File: config.mk
export PLATFORM = sky130hd
export DESIGN_NAME = hvac_sequencer
export DESIGN_NICKNAME = d
export VERILOG_FILES = /design/src/rtl/hvac_pkg.sv /design/src/rtl/hvac_timer.sv /design/src/rtl/hvac_sequencer.sv
export SDC_FILE = /design/constraint.sdc
export NUM_CORES = 1
export LEC_CHECK = 0
export CORE_MARGIN = 2
export CORE_UTILIZATION = 39
export CTS_CLUSTER_SIZE = 24
export DETAILED_ROUTE_END_ITERATION = 10
export GPL_TIMING_DRIVEN = 1
export MAX_ROUTING_LAYER = met4
export SLEW_MARGIN = 0
export SYNTH_ARGS = -nofsm -noshare
export SYNTH_HDL_FRONTEND = slang
export SYNTH_SLANG_ARGS = --single-unit
File: constraint.sdc
create_clock -name clk -period 5.7 [get_ports clk]
set_clock_uncertainty 0.05 [all_clocks]
set_input_delay 0.855 -clock clk [delete_from_list [all_inputs] [get_ports clk]]
set_output_delay 0.855 -clock clk [all_outputs]
set_load 0.05 [all_outputs]
File: src/rtl/hvac_pkg.sv
// Shared types and default timing for the HVAC sequencer slice.
package hvac_pkg;

  typedef enum logic [1:0] {ST_IDLE, ST_HEAT, ST_COOL, ST_REST} state_t;
  typedef enum logic [1:0] {MODE_NONE, MODE_HEAT, MODE_COOL} mode_t;

  localparam int DEF_MIN_ON    = 8;
  localparam int DEF_MIN_OFF   = 6;
  localparam int DEF_DEAD_TIME = 4;
  localparam int DEF_FAN_RUNON = 3;
  localparam int DEF_COUNT_W   = 8;

endpackage

File: src/rtl/hvac_timer.sv
// Saturating up-counter with synchronous clear, used for on-time and rest-time.
module hvac_timer
  import hvac_pkg::*;
#(
  parameter int COUNT_W = DEF_COUNT_W,
  parameter int LIMIT   = 255
) (
  input  logic               clk,
  input  logic               rst_n,
  input  logic               clr,
  input  logic               en,
  output logic [COUNT_W-1:0] cnt
);

  localparam logic [COUNT_W-1:0] LIM = COUNT_W'(LIMIT);

  // NOTE: registers are written with non-blocking assignments so every flop
  // samples pre-edge values, independent of block ordering.
  always_ff @(posedge clk) begin
    if (!rst_n || clr) begin
      cnt <= '0;
    end else if (en && (cnt < LIM)) begin
      cnt <= cnt + 1'b1;
    end
  end

endmodule

File: src/rtl/hvac_sequencer.sv
// Heat/cool plant sequencer: minimum on/off times, changeover dead-time,
// fan run-on and a conflicting-request flag.
module hvac_sequencer
  import hvac_pkg::*;
#(
  parameter int MIN_ON    = DEF_MIN_ON,
  parameter int MIN_OFF   = DEF_MIN_OFF,
  parameter int DEAD_TIME = DEF_DEAD_TIME,
  parameter int FAN_RUNON = DEF_FAN_RUNON,
  parameter int COUNT_W   = DEF_COUNT_W
) (
  input  logic clk,
  input  logic rst_n,
  input  logic heat_req,
  input  logic cool_req,
  output logic heat_en,
  output logic cool_en,
  output logic fan_en,
  output logic fault
);

  localparam logic [COUNT_W-1:0] ON_LIM       = COUNT_W'(MIN_ON);
  localparam logic [COUNT_W-1:0] OFF_LIM      = COUNT_W'(MIN_OFF);
  localparam logic [COUNT_W-1:0] OFF_DEAD_LIM = COUNT_W'(MIN_OFF + DEAD_TIME);
  localparam logic [COUNT_W-1:0] RUNON_LIM    = COUNT_W'(FAN_RUNON);

  state_t             state, next_state;
  mode_t              last_mode;
  logic [COUNT_W-1:0] on_cnt, rest_cnt;
  logic               heat_v, cool_v, heat_ok, cool_ok, run_next;

  assign heat_v   = heat_req & ~cool_req;
  assign cool_v   = cool_req & ~heat_req;
  // A changeover is allowed only once rest time covers MIN_OFF + DEAD_TIME.
  assign heat_ok  = heat_v && ((last_mode != MODE_COOL) || (rest_cnt >= OFF_DEAD_LIM));
  assign cool_ok  = cool_v && ((last_mode != MODE_HEAT) || (rest_cnt >= OFF_DEAD_LIM));
  assign run_next = (next_state == ST_HEAT) || (next_state == ST_COOL);

  // on_cnt = cycles the current run has lasted; rest_cnt = cycles since the
  // last run ended (keeps counting through IDLE, held at zero while running).
  hvac_timer #(.COUNT_W(COUNT_W), .LIMIT(MIN_ON)) u_on_timer (
    .clk   (clk),
    .rst_n (rst_n),
    .clr   (~run_next),
    .en    (1'b1),
    .cnt   (on_cnt)
  );

  hvac_timer #(.COUNT_W(COUNT_W), .LIMIT(MIN_OFF + DEAD_TIME)) u_rest_timer (
    .clk   (clk),
    .rst_n (rst_n),
    .clr   (run_next),
    .en    (1'b1),
    .cnt   (rest_cnt)
  );

  always_comb begin
    // NOTE: default first so every path assigns next_state and no latch is inferred.
    next_state = state;
    case (state)
      ST_IDLE: begin
        if (heat_ok)      next_state = ST_HEAT;
        else if (cool_ok) next_state = ST_COOL;
      end
      ST_HEAT: if (!heat_v && (on_cnt >= ON_LIM)) next_state = ST_REST;
      ST_COOL: if (!cool_v && (on_cnt >= ON_LIM)) next_state = ST_REST;
      ST_REST: begin
        if (rest_cnt >= OFF_LIM) begin
          if (heat_ok)                next_state = ST_HEAT;
          else if (cool_ok)           next_state = ST_COOL;
          else if (!(heat_v | cool_v)) next_state = ST_IDLE;
        end
      end
      default: next_state = ST_IDLE;
    endcase
  end

  always_ff @(posedge clk) begin
    if (!rst_n) begin
      state     <= ST_IDLE;
      last_mode <= MODE_NONE;
      heat_en   <= 1'b0;
      cool_en   <= 1'b0;
      fan_en    <= 1'b0;
      fault     <= 1'b0;
    end else begin
      state   <= next_state;
      heat_en <= (next_state == ST_HEAT);
      cool_en <= (next_state == ST_COOL);
      fan_en  <= run_next || ((next_state == ST_REST) && (rest_cnt < RUNON_LIM));
      fault   <= heat_req & cool_req;
      if ((next_state == ST_REST) && (state != ST_REST)) begin
        last_mode <= (state == ST_HEAT) ? MODE_HEAT : MODE_COOL;
      end
    end
  end

endmodule

==> impl_metrics.csv, run 1 <==
group,metric,value,unit
status,status,"completed",
floorplanning,die_area,3330,sq um
logic_synthesis,yosys.area_share.adder,0.111,
worst_hold_path,min-delay-path-class,"reg2reg",
floorplanning,coreArea,2760,sq um
floorplanning,die_y,57.7,um
cts,cts_resized,0,
worst_hold_path,min_path_cells,1,
logic_synthesis,synthMuxAreaShare,0,
sta,fmax,353,MHz
layout,final_nets,142,
routing,vias,819,
layout,insertedDiodeCount,0,
sta,hold_viol,0,
routing,dr.pass1.iters,4,
layout,drive_gt1_frac,0.0551,
setup_path,worst-path-max-fanout,8,
logic_synthesis,synth_edf_count,0,
setup_path,cp_data_arrival_time,3.04,ns
logic_synthesis,synth_warnings,0,
routing,detail_route.drc_violations,0,
routing,drtIter0Drc,22,
sta,slew_headroom,0.669,
layout,nFillCells,274,
cts,cts_root_buf,"clkbuf_4",
sta,finalSetupViolations,0,
logic_synthesis,synth-xor-area-share,0.0311,
grt,grt_max_degree,17,
cts,cts_max_path_buffers,2,
logic_synthesis,avgSynthCellArea,9.61,sq um
routing,routed_wl,1.85,mm
cts,clkSlewWorstSetupHoldPaths,0.13,ns
logic_synthesis,synth_compound_area_frac,0.168,
logic_synthesis,synth_seq_cells,24,
cts,clk_latency,0.31,ns
cts,cts_htree_levels,1,
logic_synthesis,synth_top_family_by_area,"simple AND/OR/NAND/NOR gates",
floorplanning,io_pins,8,
logic_synthesis,synth_area_leader_cell,"dfxtp_1",
routing,vias_per_cell,5.18,
logic_synthesis,syn_nets,131,
cts,cts_tree,"built",
logic_synthesis,yosys.area_share.simple,0.229,
run,maxCapViolCount,0,
setup_path,rrSetupSlack,3.27,ns
floorplanning,die_w,57.7,um
grt,track_usage,0.133,
cts,cts_setup_buffers,0,
cts,clock-sinks,24,
floorplanning,initial_utilization,0.408,
routing,ant_nets,0,
setup_path,rr_worst_depth,7,
logic_synthesis,synthFlopType,"dfxtp_1",
sta,fin_crit,2.84,ns
logic_synthesis,synth_cell_types,34,
logic_synthesis,synth_top_cell_area_share,0.427,
grt,antenna_found_initial,0,
place,io_buffers,7,
logic_synthesis,ys_seq_area_frac,0.427,
cts,cts_buffers,3,
pwr,ir_drop,0.000161,V
routing,wl_per_cell,11.7,um
sta,rsz0062_at_grt,"false",
logic_synthesis,synth_area_leaders,"dfxtp_1 (43%), ha_1 (11%), and2_1 (6.7%)",
place,place.detailed.hpwl,1.42,mm
grt,grt_pass1_wl,3.38,mm
sta,setup_tns,0,ns
setup_path,start_kind,"input pin",
logic_synthesis,synth-async-reset-ratio,0,
pwr,power_leakage,0.542,nW
setup_path,worstSetupEndpointType,"register",
pwr,power,0.000389,W
grt,grt-ovfl-total,0,
grt,first_global_vias,793,
cts,cts_hold_buf,0,
place,gp_congestion,0.765,
logic_synthesis,netlist_area,1120,sq um
sta,final_max_slew_viol_count,0,
pwr,powerDensity,303,nW/um^2
sta,fin_crit_sh,0.498,
sta,tightest_slew,0.494,ns
logic_synthesis,syn_inst,117,
setup_path,path_class,"in2reg",
floorplanning,rows,19,
layout,area_delta_synth_final,14.0,%
setup_path,required,5.90,ns
[cell usage in the layout, fill, tap and decap left out, types with 4 or more instances in the layout]
cell             Yosys  routed
clkdlybuf4s50_1      0       7
nand2_1              7       7
inv_1                9       9
and3_1               4       4
nor2_1              11      11
dfxtp_1             24      24
and2_1              12      12
ha_1                10      10
[sequential cells by signal, indices dropped and copies added (netlist names)]
signal            cells
fan_en                1
state                 2
u_rest_timer.cnt      8
fault                 1
heat_en               1
u_on_timer.cnt        8
last_mode             2
cool_en               1
[critical path, cell delays in order]
cell             delay, ns
clkdlybuf4s50_1       0.51
inv_1                 0.05
ha_1                  0.19
inv_1                 0.09
a41oi_2               0.07
or2_0                 0.26
a41oi_2               0.28
ha_1                  0.35
nand2b_1              0.23
a21oi_1               0.14
[kinds of logic after synthesis]
logic type,Yosys count
buf+inv,10
xor+xnor,4
compound gates,23
flops,24
fa+ha+maj,10
simple gates,46
[layout make-up]
type | instances | area (sq um) | share of cell area
Inverter | 9 | 33.8 | 0.0263
Tap cell | 31 | 38.8 | 0.0302
Clock inverter | 1 | 30.0 | 0.0234
Multi-Input combinational cell | 83 | 607 | 0.473
Clock buffer | 3 | 22.5 | 0.0176
Sequential cell | 24 | 480 | 0.375
Timing Repair Buffer | 7 | 70.1 | 0.0546
[through the flow]
stage                     hold slack (ns)  std cells  setup WS, ns  area, sq um   util
after floorplan                     0.381        117          3.31         1120      -
after global placement              0.394        154          2.58         1230  0.446
after detailed placement            0.396        154          2.54         1230  0.446
after CTS                           0.433        158          2.89         1280  0.465
after global routing                0.454        158          2.69         1280  0.465
final                               0.426        158          2.86         1280  0.465
[path summary, 6_finish.rpt]
path                             from                  end
setup reg to reg  u_rest_timer.cnt[4]  u_rest_timer.cnt[1]
hold / removal      u_on_timer.cnt[6]    u_on_timer.cnt[6]
hold reg to reg     u_on_timer.cnt[6]    u_on_timer.cnt[6]
setup / recovery             heat_req    u_on_timer.cnt[1]
[where the power goes]
part | internal, W | switching, W
Combinational | 0.0000318 | 0.0000442
Clock | 0.0000710 | 0.0000487
Sequential | 0.000180 | 0.0000124
Total | 0.000283 | 0.000105
[Yosys cell counts (2+ instances only)]
cell type  number
a41oi_1         2
xor2_1          2
nand2_1         7
dfxtp_1        24
a21boi_0        2
and2_1         12
a311oi_1        2
and3_1          4
a41oi_2         2
nor2b_1         3
nor2_1         11
a31oi_1         2
xnor2_1         2
o21ai_0         3
nor3_1          2
nand2b_1        2
ha_1           10
inv_1           9
[routing by layer]
layer / track usage / vias up / wire (um)
met1: 0.169 / 377 / 988
met4: 0.0498 / 0 / 17
met5: - / - / 0
met2: 0.203 / 12 / 782
met3: 0.0335 / 2 / 66
li1: - / 428 / -
No activity file was read; power rests on OpenSTA's default activity.
==> run 2, diff against run 1 <==
- clock period: 5.7 -> 2.7 ns (I/O delays scaled with it)
==> run 2 against run 1 <==
  * Total power grew 97%
  * Clock power grew 57%
  * Final area shrank 0.68%
  * Sequential share of layout area grew 0.26 points
  * Setup slack lost 2.6 ns
  * Critical path type is now reg2reg
  * Largest cell class unchanged
  * Highest routed layer unchanged
==> impl_metrics.csv, run 2 (same netlist as run 1, synthesis figures left out) <==
group,metric,value,unit
status,status,"completed",
layout,top_regs,"u_on_timer.cnt (8), u_rest_timer.cnt (8)",
setup_path,cp_data_arrival_time,2.59,ns
layout,drive_gt1_frac,0.0625,
routing,routed_wl,1.91,mm
cts,cts_buffers,3,
grt,antenna_found_initial,0,
cts,clkSlewWorstSetupHoldPaths,0.12,ns
setup_path,required,2.89,ns
cts,cts_root_buf,"clkbuf_4",
routing,detail_route.drc_violations,0,
layout,final_nets,143,
grt,grt_max_degree,17,
setup_path,crit_chain,"or4_1, nor3_1, nand4b_1, a22oi_1, ha_1, nand2_1, a211oi_1",
place,place.detailed.hpwl,1.43,mm
pwr,powerDensity,601,nW/um^2
floorplanning,coreArea,2760,sq um
layout,final_core_util,0.462,
setup_path,path_class,"reg2reg",
worst_hold_path,min-delay-path-class,"reg2reg",
floorplanning,initial_utilization,0.408,
sta,finalSetupViolations,0,
floorplanning,die_area,3330,sq um
cts,clock-sinks,24,
grt,track_usage,0.141,
place,gp_congestion,0.781,
pwr,switching_share,0.298,
setup_path,worst-path-max-fanout,5,
routing,met1_length,946,um
grt,grt_pass1_wl,3.57,mm
floorplanning,rows,19,
pwr,pwr-share-clk,0.245,
sta,fin_crit,2.41,ns
floorplanning,die_w,57.7,um
sta,fin_crit_sh,0.892,
routing,wl_per_cell,12.0,um
sta,setup_tns,0,ns
sta,tightest_slew,0.493,ns
routing,highest_layer,"met4",
layout,layout_common_cells,"dfxtp_1 (24), and2_1 (12), nor2_1 (11)",
routing,vias,820,
cts,cts_resized,0,
routing,drtIter0Drc,28,
floorplanning,io_pins,8,
pwr,seqPwrFrac,0.532,
pwr,power_leakage,0.540,nW
routing,wl_met3,91,um
run,maxCapViolCount,0,
setup_path,slowest_stage,"or4_1",
pwr,combPwrFrac,0.223,
place,io_buffers,7,
layout,insertedDiodeCount,0,
sta,slew_headroom,0.670,
sta,rsz0062_at_grt,"false",
setup_path,start_kind,"register",
sta,fmax,415,MHz
pwr,ir_drop,0.000422,V
grt,grt-ovfl-total,0,
sta,hold_viol,0,
routing,vias_per_cell,5.16,
cts,clk_latency,0.32,ns
cts,cts_max_path_buffers,2,
routing,wl_met2,860,um
cts,cts_setup_buffers,0,
setup_path,worstSetupEndpointType,"register",
grt,first_global_vias,806,
routing,dr.pass1.iters,4,
layout,area_delta_synth_final,13.2,%
cts,cts_hold_buf,0,
cts,cts_htree_levels,1,
layout,mostFrequentLayoutCell,"dfxtp_1",
pwr,power.internal,0.000537,W
pwr,p_sw,0.000228,W
sta,final_max_slew_viol_count,0,
cts,cts_tree,"built",
routing,ant_nets,0,
setup_path,slowest_delay,0.60,ns
floorplanning,die_y,57.7,um
==> run 2: layout make-up <==
class / count / area [sq um]
multi-input combinational: 83 / 607
timing repair buffer: 8 / 77.6
inverter: 9 / 33.8
tap: 31 / 38.8
fill: 279 / 1480
clock buffer: 4 / 36.3
sequential: 24 / 480
==> run 2: metal layers <==
layer,track usage,vias to the layer above
met5,-,-
met4,0.0299,0
met3,0.0469,2
met2,0.216,14
met1,0.182,380
li1,-,424
==> run 2: critical path: cells and delay by family, from the launching register on <==
kind | cells | cell delay [ns]
compound gates | 2 | 0.34
flops | 1 | 0.36
simple gates | 4 | 1.22
fa+ha+maj | 1 | 0.38
==> run 2: path summary, 6_finish.rpt <==
path                                     startpoint                  end  slack, ns  cells past startpoint
worst max-delay path            u_rest_timer.cnt[4]  u_rest_timer.cnt[1]       0.29                      7
worst min-delay path              u_on_timer.cnt[7]    u_on_timer.cnt[7]       0.42                      1
worst max register to register  u_rest_timer.cnt[4]  u_rest_timer.cnt[1]       0.29                      7
worst min register to register    u_on_timer.cnt[7]    u_on_timer.cnt[7]       0.42                      1
==> run 2: metrics by stage <==
stage	hold slack, ns	instances	worst slack [ns]	cell area, sq um	power [W]
after floorplan	0.381	117	0.617	1120	0.000530
after global placement	0.394	155	0.0563	1240	0.000582
after detailed placement	0.395	155	0.0144	1240	0.000584
after CTS	0.430	159	0.261	1270	0.000774
after global routing	0.456	159	0.105	1270	0.000819
final	0.423	159	0.291	1270	0.000765
==> run 2: power by group through the flow <==
stage	Sequential (W)	Clock [W]	Combinational, W
final	0.000407	0.000188	0.000170
after global routing	0.000412	0.000214	0.000193
after CTS	0.000407	0.000196	0.000172
after detailed placement	0.000415	0	0.000169
after global placement	0.000415	0	0.000167
after floorplan	0.000435	0	0.0000953
==> run 3, diff against run 2 <==
- clock period: 2.7 -> 3 ns (I/O delays scaled with it)
==> run 3 against run 2 <==
  * Fmax fell by 1.6%
  * Global-route usage fell by 0.55 points
  * Non-clock buffer count fell by 1
  * Final area fell by 0.59%
  * Clock power fell by 12%
  * Sequential share of layout area rose by 0.22 points
  * Via count fell by 2.6%
==> impl_metrics.csv, run 3 (same netlist as run 1, synthesis figures left out) <==
group,metric,value,unit
pwr,powerDensity,535,nW/um^2
setup_path,slowest_stage,"or4_1",
grt,track_usage,0.135,
setup_path,r2r-start,"u_rest_timer.cnt[4]",
run,maxCapViolCount,0,
worst_hold_path,min_path_cells,1,
cts,cts_setup_buffers,0,
layout,final_core_util,0.459,
pwr,power,0.000677,W
cts,cts_root_buf,"clkbuf_4",
grt,grt-ovfl-total,0,
layout,mostFrequentLayoutCell,"dfxtp_1",
setup_path,cp_data_arrival_time,2.63,ns
cts,clkSlewWorstSetupHoldPaths,0.13,ns
cts,cts_resized,0,
floorplanning,die_y,57.7,um
place,gp_congestion,0.764,
setup_path,crit_chain,"or4_1, nor3_1, nand4b_1, a22oi_1, ha_1, nand2_1, a211oi_1",
setup_path,start_kind,"register",
layout,insertedDiodeCount,0,
cts,cts_hold_buf,0,
floorplanning,die_w,57.7,um
setup_path,rr_worst_depth,7,
layout,area_delta_synth_final,12.6,%
setup_path,slowest_delay,0.59,ns
routing,met1_length,1.01,mm
layout,layout_common_cells,"dfxtp_1 (24), and2_1 (12), nor2_1 (11)",
routing,drtIter0Drc,22,
layout,final_nets,142,
sta,final_max_slew_viol_count,0,
layout,nFillCells,277,
grt,grt_pass1_wl,3.46,mm
setup_path,path_class,"reg2reg",
cts,cts_max_path_buffers,2,
grt,grt_max_degree,17,
sta,fmax,408,MHz
layout,top_regs,"u_on_timer.cnt (8), u_rest_timer.cnt (8)",
layout,drive_gt1_frac,0.0551,
routing,detail_route.drc_violations,0,
routing,wl_met3,37,um
grt,first_global_vias,799,
sta,finalSetupViolations,0,
place,postPlaceCellArea,1230,sq um
sta,fin_crit,2.45,ns
cts,clock-sinks,24,
sta,hold_viol,0,
setup_path,cp_num_buf_inv,0,
sta,setup_tns,0,ns
place,io_buffers,7,
routing,routed_wl,1.86,mm
sta,tightest_slew,0.501,ns
setup_path,required,3.18,ns
routing,vias_per_cell,5.06,
place,place.detailed.hpwl,1.44,mm
setup_path,worst-path-max-fanout,8,
sta,rsz0062_at_grt,"false",
pwr,power_leakage,0.535,nW
cts,cts_buffers,3,
layout,finalInstanceArea,1270,sq um
routing,wl_met2,789,um
sta,slew_headroom,0.665,
worst_hold_path,worstHoldEndpoint,"u_on_timer.cnt[6]",
floorplanning,die_area,3330,sq um
routing,vias,799,
sta,fin_crit_sh,0.816,
worst_hold_path,min-delay-path-class,"reg2reg",
cts,cts_htree_levels,1,
cts,cts_tree,"built",
setup_path,worstSetupEndpointType,"register",
routing,highest_layer,"met4",
status,status,"completed",
worst_hold_path,hold_start,"u_on_timer.cnt[6]",
setup_path,cp_top_family,"simple AND/OR/NAND/NOR gates",
routing,ant_nets,0,
cts,clk_latency,0.30,ns
floorplanning,io_pins,8,
setup_path,rrSetupSlack,0.55,ns
floorplanning,initial_utilization,0.408,
pwr,ir_drop,0.000285,V
floorplanning,rows,19,
setup_path,regToRegEndpoint,"u_rest_timer.cnt[1]",
routing,dr.pass1.iters,4,
routing,wl_per_cell,11.8,um
grt,antenna_found_initial,0,
floorplanning,coreArea,2760,sq um
## run 3: through the flow
stage | worst slack (ns) | hold slack [ns] | std cells
CTS | 0.569 | 0.431 | 158
finish | 0.552 | 0.427 | 158
floorplan | 0.917 | 0.381 | 117
global placement | 0.286 | 0.394 | 154
detailed placement | 0.256 | 0.396 | 154
global route | 0.381 | 0.458 | 158
## run 3: final cells by class
| cell class | instances | area (sq um) | share of cell area |
|---|---|---|---|
| Sequential cell | 24 | 480 | 0.379 |
| Inverter | 9 | 33.8 | 0.0267 |
| Timing Repair Buffer | 7 | 70.1 | 0.0553 |
| Tap cell | 31 | 38.8 | 0.0306 |
| Multi-Input combinational cell | 83 | 607 | 0.479 |
| Clock buffer | 4 | 36.3 | 0.0287 |
## run 3: metal layers
layer	up-vias	GRT usage
met3	2	0.0268
met5	-	-
met2	8	0.200
met1	365	0.184
li1	424	-
met4	0	0.0498
## run 3: how the worst max path moves through the flow
stage               slack, ns                   to  cells past startpoint                 from
CTS                      0.57  u_rest_timer.cnt[1]                      7  u_rest_timer.cnt[4]
detailed placement       0.26    u_on_timer.cnt[1]                     10             heat_req
global placement         0.29    u_on_timer.cnt[1]                     10             heat_req
global route             0.38  u_rest_timer.cnt[1]                     10             cool_req
floorplan                0.92    u_on_timer.cnt[1]                      7  u_rest_timer.cnt[4]
finish                   0.55  u_rest_timer.cnt[1]                      7  u_rest_timer.cnt[4]
## run 3: power breakdown
group | internal (W) | switching [W]
combinational | 0.0000606 | 0.0000852
sequential | 0.000343 | 0.0000232
clock | 0.0000740 | 0.0000913
total | 0.000477 | 0.000200
